[config.mk]
export PLATFORM = sky130hd
export DESIGN_NAME = grf_wb_arbiter_flat
export DESIGN_NICKNAME = d
export VERILOG_FILES = /design/src/rtl/grf_wb_pkg.sv /design/src/rtl/grf_wb_arbiter_if.sv /design/src/rtl/grf_wb_arbiter_wb_fifo.sv /design/src/rtl/grf_wb_arbiter.sv /design/src/flat_wrapper.sv
export SDC_FILE = /design/constraint.sdc
export NUM_CORES = 1
export LEC_CHECK = 0
export BUFFER_PORTS_ARGS = -buffer_cell sky130_fd_sc_hd__buf_2
export CAP_MARGIN = 40
export CORE_MARGIN = 4
export CORE_UTILIZATION = 52
export DETAILED_ROUTE_END_ITERATION = 6
export PLACE_DENSITY = 0.77
export SYNTH_ARGS = -nofsm -noshare
export SYNTH_HDL_FRONTEND = slang
export SYNTH_SLANG_ARGS = --single-unit
export TNS_END_PERCENT = 30
[constraint.sdc]
create_clock -name clk -period 6.06 [get_ports clk]
set_clock_uncertainty 0.05 [all_clocks]
set_input_delay 0.606 -clock clk [delete_from_list [all_inputs] [get_ports clk]]
set_output_delay 0.606 -clock clk [all_outputs]
set_load 0.005 [all_outputs]
[src/rtl/grf_wb_pkg.sv]
// Shared types and constants for the register-file writeback front end.
// Imported by the FIFO, the interface and the arbiter top.
package grf_wb_pkg;

    localparam logic [4:0] REG_ZERO = 5'd0;
    localparam int         REG_AW   = 5;
    localparam int         WB_WIDTH = 32;

    typedef struct packed {
        logic [REG_AW-1:0]   a3;
        logic [WB_WIDTH-1:0] wd;
    } wb_req_t;

    // A write to r0 is architecturally a no-op, so it never counts as a request.
    function automatic logic wb_live(input logic we, input logic [REG_AW-1:0] a3);
        return we && (a3 != REG_ZERO);
    endfunction

endpackage

[src/rtl/grf_wb_arbiter_if.sv]
// Bundle of the W-stage, MDU, register-file and scoreboard signals around grf_wb_arbiter.
// master = surrounding pipeline, slave = arbiter.
interface grf_wb_arbiter_if #(
    parameter int DEPTH = 4,
    parameter int WIDTH = 32
);
    import grf_wb_pkg::*;

    logic                   pipe_we;
    logic [REG_AW-1:0]      pipe_a3;
    logic [WIDTH-1:0]       pipe_wd;
    logic                   md_valid;
    logic                   md_ready;
    logic [REG_AW-1:0]      md_a3;
    logic [WIDTH-1:0]       md_wd;
    logic                   grf_we;
    logic [REG_AW-1:0]      grf_a3;
    logic [WIDTH-1:0]       grf_wd;
    logic [$clog2(DEPTH):0] count;
    logic [REG_AW-1:0]      pend_q;
    logic                   pend_hit;

    modport master (
        output pipe_we, pipe_a3, pipe_wd, md_valid, md_a3, md_wd, pend_q,
        input  md_ready, grf_we, grf_a3, grf_wd, count, pend_hit
    );

    modport slave (
        input  pipe_we, pipe_a3, pipe_wd, md_valid, md_a3, md_wd, pend_q,
        output md_ready, grf_we, grf_a3, grf_wd, count, pend_hit
    );

endinterface

[src/rtl/grf_wb_arbiter_wb_fifo.sv]
// wb_fifo: circular buffer of MDU writeback requests, drained in arrival order.
// Exposes per-entry destination registers and a valid mask for the pending-write scoreboard.
module wb_fifo
    import grf_wb_pkg::*;
#(
    parameter int DEPTH = 4,
    parameter int WIDTH = 32
) (
    input  logic                   clk,
    input  logic                   reset,
    input  logic                   push,
    input  logic [REG_AW-1:0]      push_a3,
    input  logic [WIDTH-1:0]       push_wd,
    input  logic                   pop,
    output logic [REG_AW-1:0]      head_a3,
    output logic [WIDTH-1:0]       head_wd,
    output logic [$clog2(DEPTH):0] count,
    output logic [REG_AW-1:0]      entry_a3 [DEPTH],
    output logic [DEPTH-1:0]       entry_valid
);

    localparam int            PW   = $clog2(DEPTH);
    localparam logic [PW:0]   FULL = (PW+1)'(DEPTH);
    localparam logic [PW-1:0] ONE  = PW'(1);

    typedef struct packed {
        logic [REG_AW-1:0] a3;
        logic [WIDTH-1:0]  wd;
    } entry_t;

    entry_t          mem_r [DEPTH];
    logic [PW-1:0]   wr_ptr_r;
    logic [PW-1:0]   rd_ptr_r;
    logic [PW:0]     count_r;
    logic [DEPTH-1:0] valid_r;
    logic            do_push_s;
    logic            do_pop_s;

    // Guard against overflow/underflow so the pointers and count never disagree.
    always_comb begin
        do_push_s = push && (count_r != FULL);
        do_pop_s  = pop && (count_r != (PW+1)'(0));
    end

    // Storage, pointers, occupancy and valid mask; pointers wrap naturally at DEPTH.
    always_ff @(posedge clk) begin
        if (!reset) begin
            wr_ptr_r <= '0;
            rd_ptr_r <= '0;
            count_r  <= '0;
            valid_r  <= '0;
            for (int i = 0; i < DEPTH; i++) begin
                mem_r[i] <= '0;
            end
        end else begin
            if (do_push_s) begin
                mem_r[wr_ptr_r]   <= '{a3: push_a3, wd: push_wd};
                valid_r[wr_ptr_r] <= 1'b1;
                wr_ptr_r          <= wr_ptr_r + ONE;
            end
            if (do_pop_s) begin
                valid_r[rd_ptr_r] <= 1'b0;
                rd_ptr_r          <= rd_ptr_r + ONE;
            end
            case ({do_push_s, do_pop_s})
                2'b10:   count_r <= count_r + (PW+1)'(1);
                2'b01:   count_r <= count_r - (PW+1)'(1);
                default: count_r <= count_r;
            endcase
        end
    end

    // Head and entry views are read straight from registered storage.
    always_comb begin
        head_a3     = mem_r[rd_ptr_r].a3;
        head_wd     = mem_r[rd_ptr_r].wd;
        count       = count_r;
        entry_valid = valid_r;
        for (int i = 0; i < DEPTH; i++) begin
            entry_a3[i] = mem_r[i].a3;
        end
    end

endmodule

[src/rtl/grf_wb_arbiter.sv]
// grf_wb_arbiter: merges W-stage writes and queued MDU results onto the register-file write port.
// Optional pending-write scoreboard enabled by defining GRF_WB_SCOREBOARD_EN.
module grf_wb_arbiter
    import grf_wb_pkg::*;
#(
    parameter int DEPTH = 4,
    parameter int WIDTH = 32
) (
    input  logic                    clk,
    input  logic                    reset,
    grf_wb_arbiter_if.slave         bus
);

    localparam int          CW   = $clog2(DEPTH) + 1;
    localparam logic [CW-1:0] FULL = CW'(DEPTH);

    logic                   pipe_live_s;
    logic                   md_ready_s;
    logic                   md_push_s;
    logic                   pop_s;
    logic [REG_AW-1:0]      head_a3_s;
    logic [WIDTH-1:0]       head_wd_s;
    logic [CW-1:0]          count_s;
    logic                   grf_we_r;
    logic [REG_AW-1:0]      grf_a3_r;
    logic [WIDTH-1:0]       grf_wd_r;
    logic                   pend_hit_s;

`ifdef GRF_WB_SCOREBOARD_EN
    logic [REG_AW-1:0]      entry_a3_s [DEPTH];
    logic [DEPTH-1:0]       entry_valid_s;
`else
    logic [REG_AW-1:0]      sb_entry_a3_unused [DEPTH];
    logic [DEPTH-1:0]       sb_entry_valid_unused;
`endif

    // Ready is from registered occupancy only: a full queue refuses even when it pops this cycle.
    always_comb begin
        pipe_live_s = wb_live(bus.pipe_we, bus.pipe_a3);
        md_ready_s  = (count_s < FULL) && reset;
        md_push_s   = bus.md_valid && md_ready_s && (bus.md_a3 != REG_ZERO);
        pop_s       = !pipe_live_s && (count_s != CW'(0));
    end

    wb_fifo #(
        .DEPTH (DEPTH),
        .WIDTH (WIDTH)
    ) u_fifo (
        .clk         (clk),
        .reset       (reset),
        .push        (md_push_s),
        .push_a3     (bus.md_a3),
        .push_wd     (bus.md_wd),
        .pop         (pop_s),
        .head_a3     (head_a3_s),
        .head_wd     (head_wd_s),
        .count       (count_s),
`ifdef GRF_WB_SCOREBOARD_EN
        .entry_a3    (entry_a3_s),
        .entry_valid (entry_valid_s)
`else
        .entry_a3    (sb_entry_a3_unused),
        .entry_valid (sb_entry_valid_unused)
`endif
    );

    // Write-port register: pipe has strict priority, queue head otherwise; address/data hold when idle.
    always_ff @(posedge clk) begin
        if (!reset) begin
            grf_we_r <= 1'b0;
            grf_a3_r <= REG_ZERO;
            grf_wd_r <= '0;
        end else if (pipe_live_s) begin
            grf_we_r <= 1'b1;
            grf_a3_r <= bus.pipe_a3;
            grf_wd_r <= bus.pipe_wd;
        end else if (pop_s) begin
            grf_we_r <= 1'b1;
            grf_a3_r <= head_a3_s;
            grf_wd_r <= head_wd_s;
        end else begin
            grf_we_r <= 1'b0;
        end
    end

`ifdef GRF_WB_SCOREBOARD_EN
    // Hit if the queried register is queued or currently being written.
    always_comb begin
        pend_hit_s = 1'b0;
        if (bus.pend_q != REG_ZERO) begin
            for (int i = 0; i < DEPTH; i++) begin
                if (entry_valid_s[i] && (entry_a3_s[i] == bus.pend_q)) begin
                    pend_hit_s = 1'b1;
                end else begin
                    pend_hit_s = pend_hit_s;
                end
            end
            if (grf_we_r && (grf_a3_r == bus.pend_q)) begin
                pend_hit_s = 1'b1;
            end else begin
                pend_hit_s = pend_hit_s;
            end
        end else begin
            pend_hit_s = 1'b0;
        end
    end
`else
    assign pend_hit_s = 1'b0;
`endif

    assign bus.md_ready = md_ready_s;
    assign bus.count    = count_s;
    assign bus.grf_we   = grf_we_r;
    assign bus.grf_a3   = grf_a3_r;
    assign bus.grf_wd   = grf_wd_r;
    assign bus.pend_hit = pend_hit_s;

endmodule

[src/flat_wrapper.sv]
// flat-port wrapper written by rule: the top's interface ports become plain ports
module grf_wb_arbiter_flat import grf_wb_pkg::*;
#(
    parameter int DEPTH = 4,
    parameter int WIDTH = 32
)
  (clk, reset, bus_pipe_we, bus_pipe_a3, bus_pipe_wd, bus_md_valid, bus_md_a3, bus_md_wd, bus_pend_q, bus_md_ready, bus_grf_we, bus_grf_a3, bus_grf_wd, bus_count, bus_pend_hit);
  grf_wb_arbiter_if #(.DEPTH(DEPTH), .WIDTH(WIDTH)) bus_i ();
  input  logic clk;
  input  logic reset;
  input wire logic [$bits(bus_i.pipe_we)-1:0] bus_pipe_we;
  input wire logic [$bits(bus_i.pipe_a3)-1:0] bus_pipe_a3;
  input wire logic [$bits(bus_i.pipe_wd)-1:0] bus_pipe_wd;
  input wire logic [$bits(bus_i.md_valid)-1:0] bus_md_valid;
  input wire logic [$bits(bus_i.md_a3)-1:0] bus_md_a3;
  input wire logic [$bits(bus_i.md_wd)-1:0] bus_md_wd;
  input wire logic [$bits(bus_i.pend_q)-1:0] bus_pend_q;
  output wire logic [$bits(bus_i.md_ready)-1:0] bus_md_ready;
  output wire logic [$bits(bus_i.grf_we)-1:0] bus_grf_we;
  output wire logic [$bits(bus_i.grf_a3)-1:0] bus_grf_a3;
  output wire logic [$bits(bus_i.grf_wd)-1:0] bus_grf_wd;
  output wire logic [$bits(bus_i.count)-1:0] bus_count;
  output wire logic [$bits(bus_i.pend_hit)-1:0] bus_pend_hit;
  assign bus_i.pipe_we = bus_pipe_we;
  assign bus_i.pipe_a3 = bus_pipe_a3;
  assign bus_i.pipe_wd = bus_pipe_wd;
  assign bus_i.md_valid = bus_md_valid;
  assign bus_i.md_a3 = bus_md_a3;
  assign bus_i.md_wd = bus_md_wd;
  assign bus_i.pend_q = bus_pend_q;
  assign bus_md_ready = bus_i.md_ready;
  assign bus_grf_we = bus_i.grf_we;
  assign bus_grf_a3 = bus_i.grf_a3;
  assign bus_grf_wd = bus_i.grf_wd;
  assign bus_count = bus_i.count;
  assign bus_pend_hit = bus_i.pend_hit;
  grf_wb_arbiter #(.DEPTH(DEPTH), .WIDTH(WIDTH)) u_core (.clk(clk), .reset(reset), .bus(bus_i));
endmodule
**Yosys cells after proc, flatten, opt, wreduce, memory -nomap -nowiden**

Memory sizes are Yosys's and may differ from the RTL's. A register that Yosys moved wholly into a read port is not among the register bits.
Cells that the tools add are included.

- RAM bits: 148
- Memories: 1
- Output and inout bits: 43
- Input bits: 83
- Flip-flop bits (word level): 45

Memory list:

| memory | depth | bits a word | rd ports | clocked after Yosys merged registers in | wr ports | line | source |
|---|---|---|---|---|---|---|---|
| u_core.u_fifo.mem_r | 4 | 37 | 1 | 1 | 4 | grf_wb_arbiter_wb_fifo.sv:31 | `entry_t mem_r [DEPTH];` |

- $add $sub $neg: 4
- Equal/unequal tests: 3
- Multiplexer cells: 16
- Order comparisons: 1
- Reduce and logical (&&, ||, !) cells: 14

Operators with widths:

| kind | count |
|---|---|
| 32-bit 2-to-1 mux | 2 |
| 37-bit 2-to-1 mux | 1 |
| 37-bit OR reduction | 1 |
| 5-bit 2-to-1 mux | 2 |
| 5-bit nonzero test | 2 |
| 1-bit logical AND | 7 |
| 1-bit 2-to-1 mux | 7 |
| 2-bit 2-to-1 mux | 3 |
| 3-bit case mux with 2 select lines | 1 |
| 2-bit by 1-bit adder with 2-bit output (second input constant) | 2 |
| 2-bit nonzero test | 2 |
| 3-bit by 1-bit adder with 3-bit output (second input constant) | 1 |
| 3-bit less-than comparator (second input constant) | 1 |
| 3-bit inequality test (second input constant) | 1 |
| 3-bit nonzero test | 1 |
| 3-bit by 1-bit subtractor with 3-bit output (second input constant) | 1 |
| 2-bit by 1-bit == test with 1-bit output (second input constant) | 1 |
| 2-bit == test (second input constant) | 1 |
| 1-bit logical NOT | 1 |

**Longest topological paths before layout**

- Word-level depth: 10
- Gate-level depth with buffers: 10
- Mapped depth without buffers: 9

**By module**

A second synthesis with hierarchy kept.

- Cell total of the unflattened synthesis: 640
- Area, all modules: 9105.0 um^2

Modules (own cells, without submodules):

| module | times used | area each (um^2) | cells an instance | sequential area each (um^2) |
|---|---|---|---|---|
| wb_fifo | 1 | 7203.2 | 454 | 4704.5 |
| grf_wb_arbiter | 1 | 1901.8 | 186 | 760.7 |

**Worst setup path before layout**

Ideal clock, no wire load.

- Path type: input-to-reg
- From: input reset
- To: memory u_core.u_fifo.mem_r[3][0] (netlist name), enable pin
- Data arrival time: 3880 ps
- Path slack: 1648 ps
- Setup time: 483 ps
- Cell stages on the path: 5
- Path buffers: 1
- Cells stage by stage: buf_2 > and3b_1 > o21a_4 > inv_8 > o21ai_0

RTL lines:

| element | line | source |
|---|---|---|
| start, declared | flat_wrapper.sv:10 | `input logic reset;` |
| end, declared | grf_wb_arbiter_wb_fifo.sv:31 |  |

==> flow_summary.yaml <==
sta:
  fin_crit_sh_pct: 53.1
  final_critical_path_setup_slack_ns: 2.84
  slew-limit-headroom_pct: 42.9
  period_minus_slack_ns: 3.22
  timing_max_transition_violations_final: 0
  final_count_of_hold_timing_violations: 0
  worst-slew-pin-transition_ns: 0.844
  grt_setup_unrepaired: "false"
  fmaxAchievable_mhz: 311
  setup-tns-final_ns: 0
  finalSetupViolCount: 0
  hold_slack_ns: 0.409
synthesis:
  mappedNetlistArea_um2: 8430
  synth.distinct_cells: 38
  syn-instance-count: 620
  syn_nets: 705
  postSynthAreaPerCell_um2: 13.6
  synth_enable_flop_cells: 148
  synth_seq_area_share_pct: 63.9
  postSynth.asyncResetShare_pct: 0
  leading_register_cell_type_out_of_synthesis: "sky130_fd_sc_hd__edfxtp_1"
  synth.yosys.warnings: 0
  postSynthRegisterBits: 195
floorplan:
  floorplan.initialDensity_pct: 53.0
  design.core.area_um2: 15900
  die_area_um2: 18300
  placementRows: 46
  io_pins: 126
  die_height_um: 135
  die_x_um: 135
clock_tree:
  cts.htree.levels: 4
  tritoncts_clock_tree: "done"
  cts.repair.resized: 0
  cts.sink_count: 195
  insertion_delay_ns: 0.42
  clockRootBuffer: "sky130_fd_sc_hd__clkbuf_16"
  holdBufCountCts: 0
  path_clk_slew_ns: 0.06
  post_cts.repair.setup_buffers: 0
  clock_tree.buffer_depth: 2
  numCtsBuffers: 17
drt:
  via_count: 5347
  drc_errors: 0
  wl_per_cell_um: 19.4
  detail_route.first_pass.iterations: 5
  drt_iter0_markers: 440
  finalWirelength_um: 18500
  drtAntennaViolNets: 0
  route.detailed.vias_per_inst: 5.59
cells_and_area:
  final.fill_count: 1218
  num-nets-final: 812
  layout_stage_area_growth_over_the_synthesis_result_pct: 17.2
  layout.cells.most_common_list: "148 x sky130_fd_sc_hd__and2_1, 148 x sky130_fd_sc_hd__edfxtp_1, 119 x sky130_fd_sc_hd__buf_2"
  finalCoreUtilization_pct: 62.1
  antenna_cells_inserted: 0
  fraction_of_final_layout_cells_with_drive_strength_greater_than_1_pct: 29.1
  final_design_area_no_fill_um2: 9870
global_route:
  grt_pass1_wl_um: 29000
  gr-usage-all-layers_pct: 21.0
  grt_antenna_before_repair: 2
  grt-ovfl-total: 0
  grt_pass1_vias: 5555
  grt_start_max_net_pins: 45
min_path:
  hold_class: "in2reg"
  min_delay_worst_endpoint: "u_core.bus.grf_wd[7]"
  min_path_cells: 3
  timing.hold.worst.start: "bus_pipe_wd[7]"
worst_setup_path:
  worstSetupEndpointType: "flop"
  worst_r2r_startpoint: "u_core.u_fifo.count[2]"
  rr_worst_depth: 6
  r2r_slack_ns: 3.31
  critical_path.reg2reg.endpoint: "u_core.u_fifo.mem_r[2][19]"
  critical_path_arrival_ns: 3.29
  timing.critical_path.from_type: "input port"
  required_time_of_the_critical_path_ns: 6.14
  critical_path.max_fanout: 44
  setup.worst_path.class: "in2reg"
placement:
  io_buffer_count: 119
  worst_setup_slack_post_dpl_ns: 2.42
  gp_congestion: 0.752
  place.detailed.hpwl_um: 11500
  dpl_cell_area_um2: 9270
pwr:
  leakagePower_uw: 0.00378
  ir_worst_vdd_uv: 389
  power_per_unit_of_standard_cell_area_nw_per_um2: 366
run_status:
  status: "finished, final reports clean"
flow_run:
  drv.max_cap_violation_count: 0
-- registers in the layout, indices dropped and copies added (netlist names), named ones only --
name and flops:
u_core.bus.grf_a3 5, u_core.bus.grf_wd 32, u_core.bus.grf_we 1, u_core.u_fifo.count 3, u_core.u_fifo.mem_r 148, u_core.u_fifo.rd_ptr_r 2, u_core.u_fifo.wr_ptr_r 2
-- area by class of cell --
cell class	count	area (µm²)	area share (%)
Tap cell	216	270	2.74
Sequential cell	195	5390	54.6
Timing Repair Buffer	131	743	7.53
Clock inverter	10	103	1.04
Multi-Input combinational cell	376	2840	28.8
Clock buffer	22	495	5.02
Inverter	6	30.0	0.304
-- cells in the mapped netlist (all sizes together), types with 2 or more instances --
library cell  count  share of area (%)
a22oi             2               0.18
and3b             2               0.21
nor2              7               0.31
mux4             37                9.9
nand2            37                1.6
o21ai            39                2.3
nand3             2               0.12
clkbuf           23                1.0
mux2              2               0.27
or3               2               0.15
nor3b             2               0.45
xor2              2               0.21
dfxtp            47                 11
nor3              2               0.18
and2            148                 11
nand2b            3               0.22
a21oi            76                4.5
inv               5               0.31
edfxtp          148                 53
buf              20                1.5
or4               2               0.18
-- cell families (layout without fill, tap and decap cells) --
kind of cell / after synthesis / count (layout) / share of synthesized area [%]
and+or+nand+nor: 210 / 210 / 14.7
DFF: 195 / 195 / 63.9
AOI/OAI and AO/OA: 122 / 122 / 7.72
buffers and inverters: 49 / 169 / 2.87
muxes: 39 / 39 / 10.2
adders and majority gates: 2 / 2 / 0.386
xor gates and xnor gates: 2 / 2 / 0.208
other: 1 / 1 / 0.0445
-- layer usage --
metal	global-route usage (%)	vias to the layer above	share of wire [%]
met5	0	-	0.15
met4	7.39	4	1.8
met3	4.31	30	6.3
met2	36.4	184	51
met1	26.2	2659	40
li1	-	2470	-
-- power breakdown --
group	internal [µW]	leakage, µW	switching [µW]
sequential	1610	0.00193	71.4
clock	661	0.000300	464
combinational	344	0.00155	470
total	2610	0.00378	1010
-- critical path, stage by stage --
cell,delay [ns]
sky130_fd_sc_hd__buf_2,0.63
sky130_fd_sc_hd__and3b_1,0.43
sky130_fd_sc_hd__o21a_4,0.47
sky130_fd_sc_hd__inv_8,0.10
sky130_fd_sc_hd__nor3b_4,0.21
sky130_fd_sc_hd__nand2b_2,0.57
sky130_fd_sc_hd__buf_16,0.25
-- through the flow --
| stage | instances | total power (µW) |
|---|---|---|
| 2_1_floorplan | 620 | 2250 |
| 3_3_place_gp | 920 | 2490 |
| 3_5_place_dp | 924 | 2530 |
| 4_1_cts | 956 | 3640 |
| 5_1_grt | 956 | 3790 |
| 6_report | 956 | 3620 |
-- worst max path at each step --
stage | start | cells after the start | slack, ns | end
floorplan | reset | 5 | 1.65 | u_core.u_fifo.mem_r[3][0]
CTS | reset | 7 | 2.82 | u_core.u_fifo.mem_r[2][17]
global route | reset | 7 | 2.66 | u_core.u_fifo.mem_r[2][23]
detailed placement | reset | 7 | 2.42 | u_core.u_fifo.mem_r[2][17]
global placement | reset | 6 | 2.30 | u_core.u_fifo.mem_r[1][17]
finish | reset | 7 | 2.84 | u_core.u_fifo.mem_r[2][19]
(Power assumes the default switching activity.)
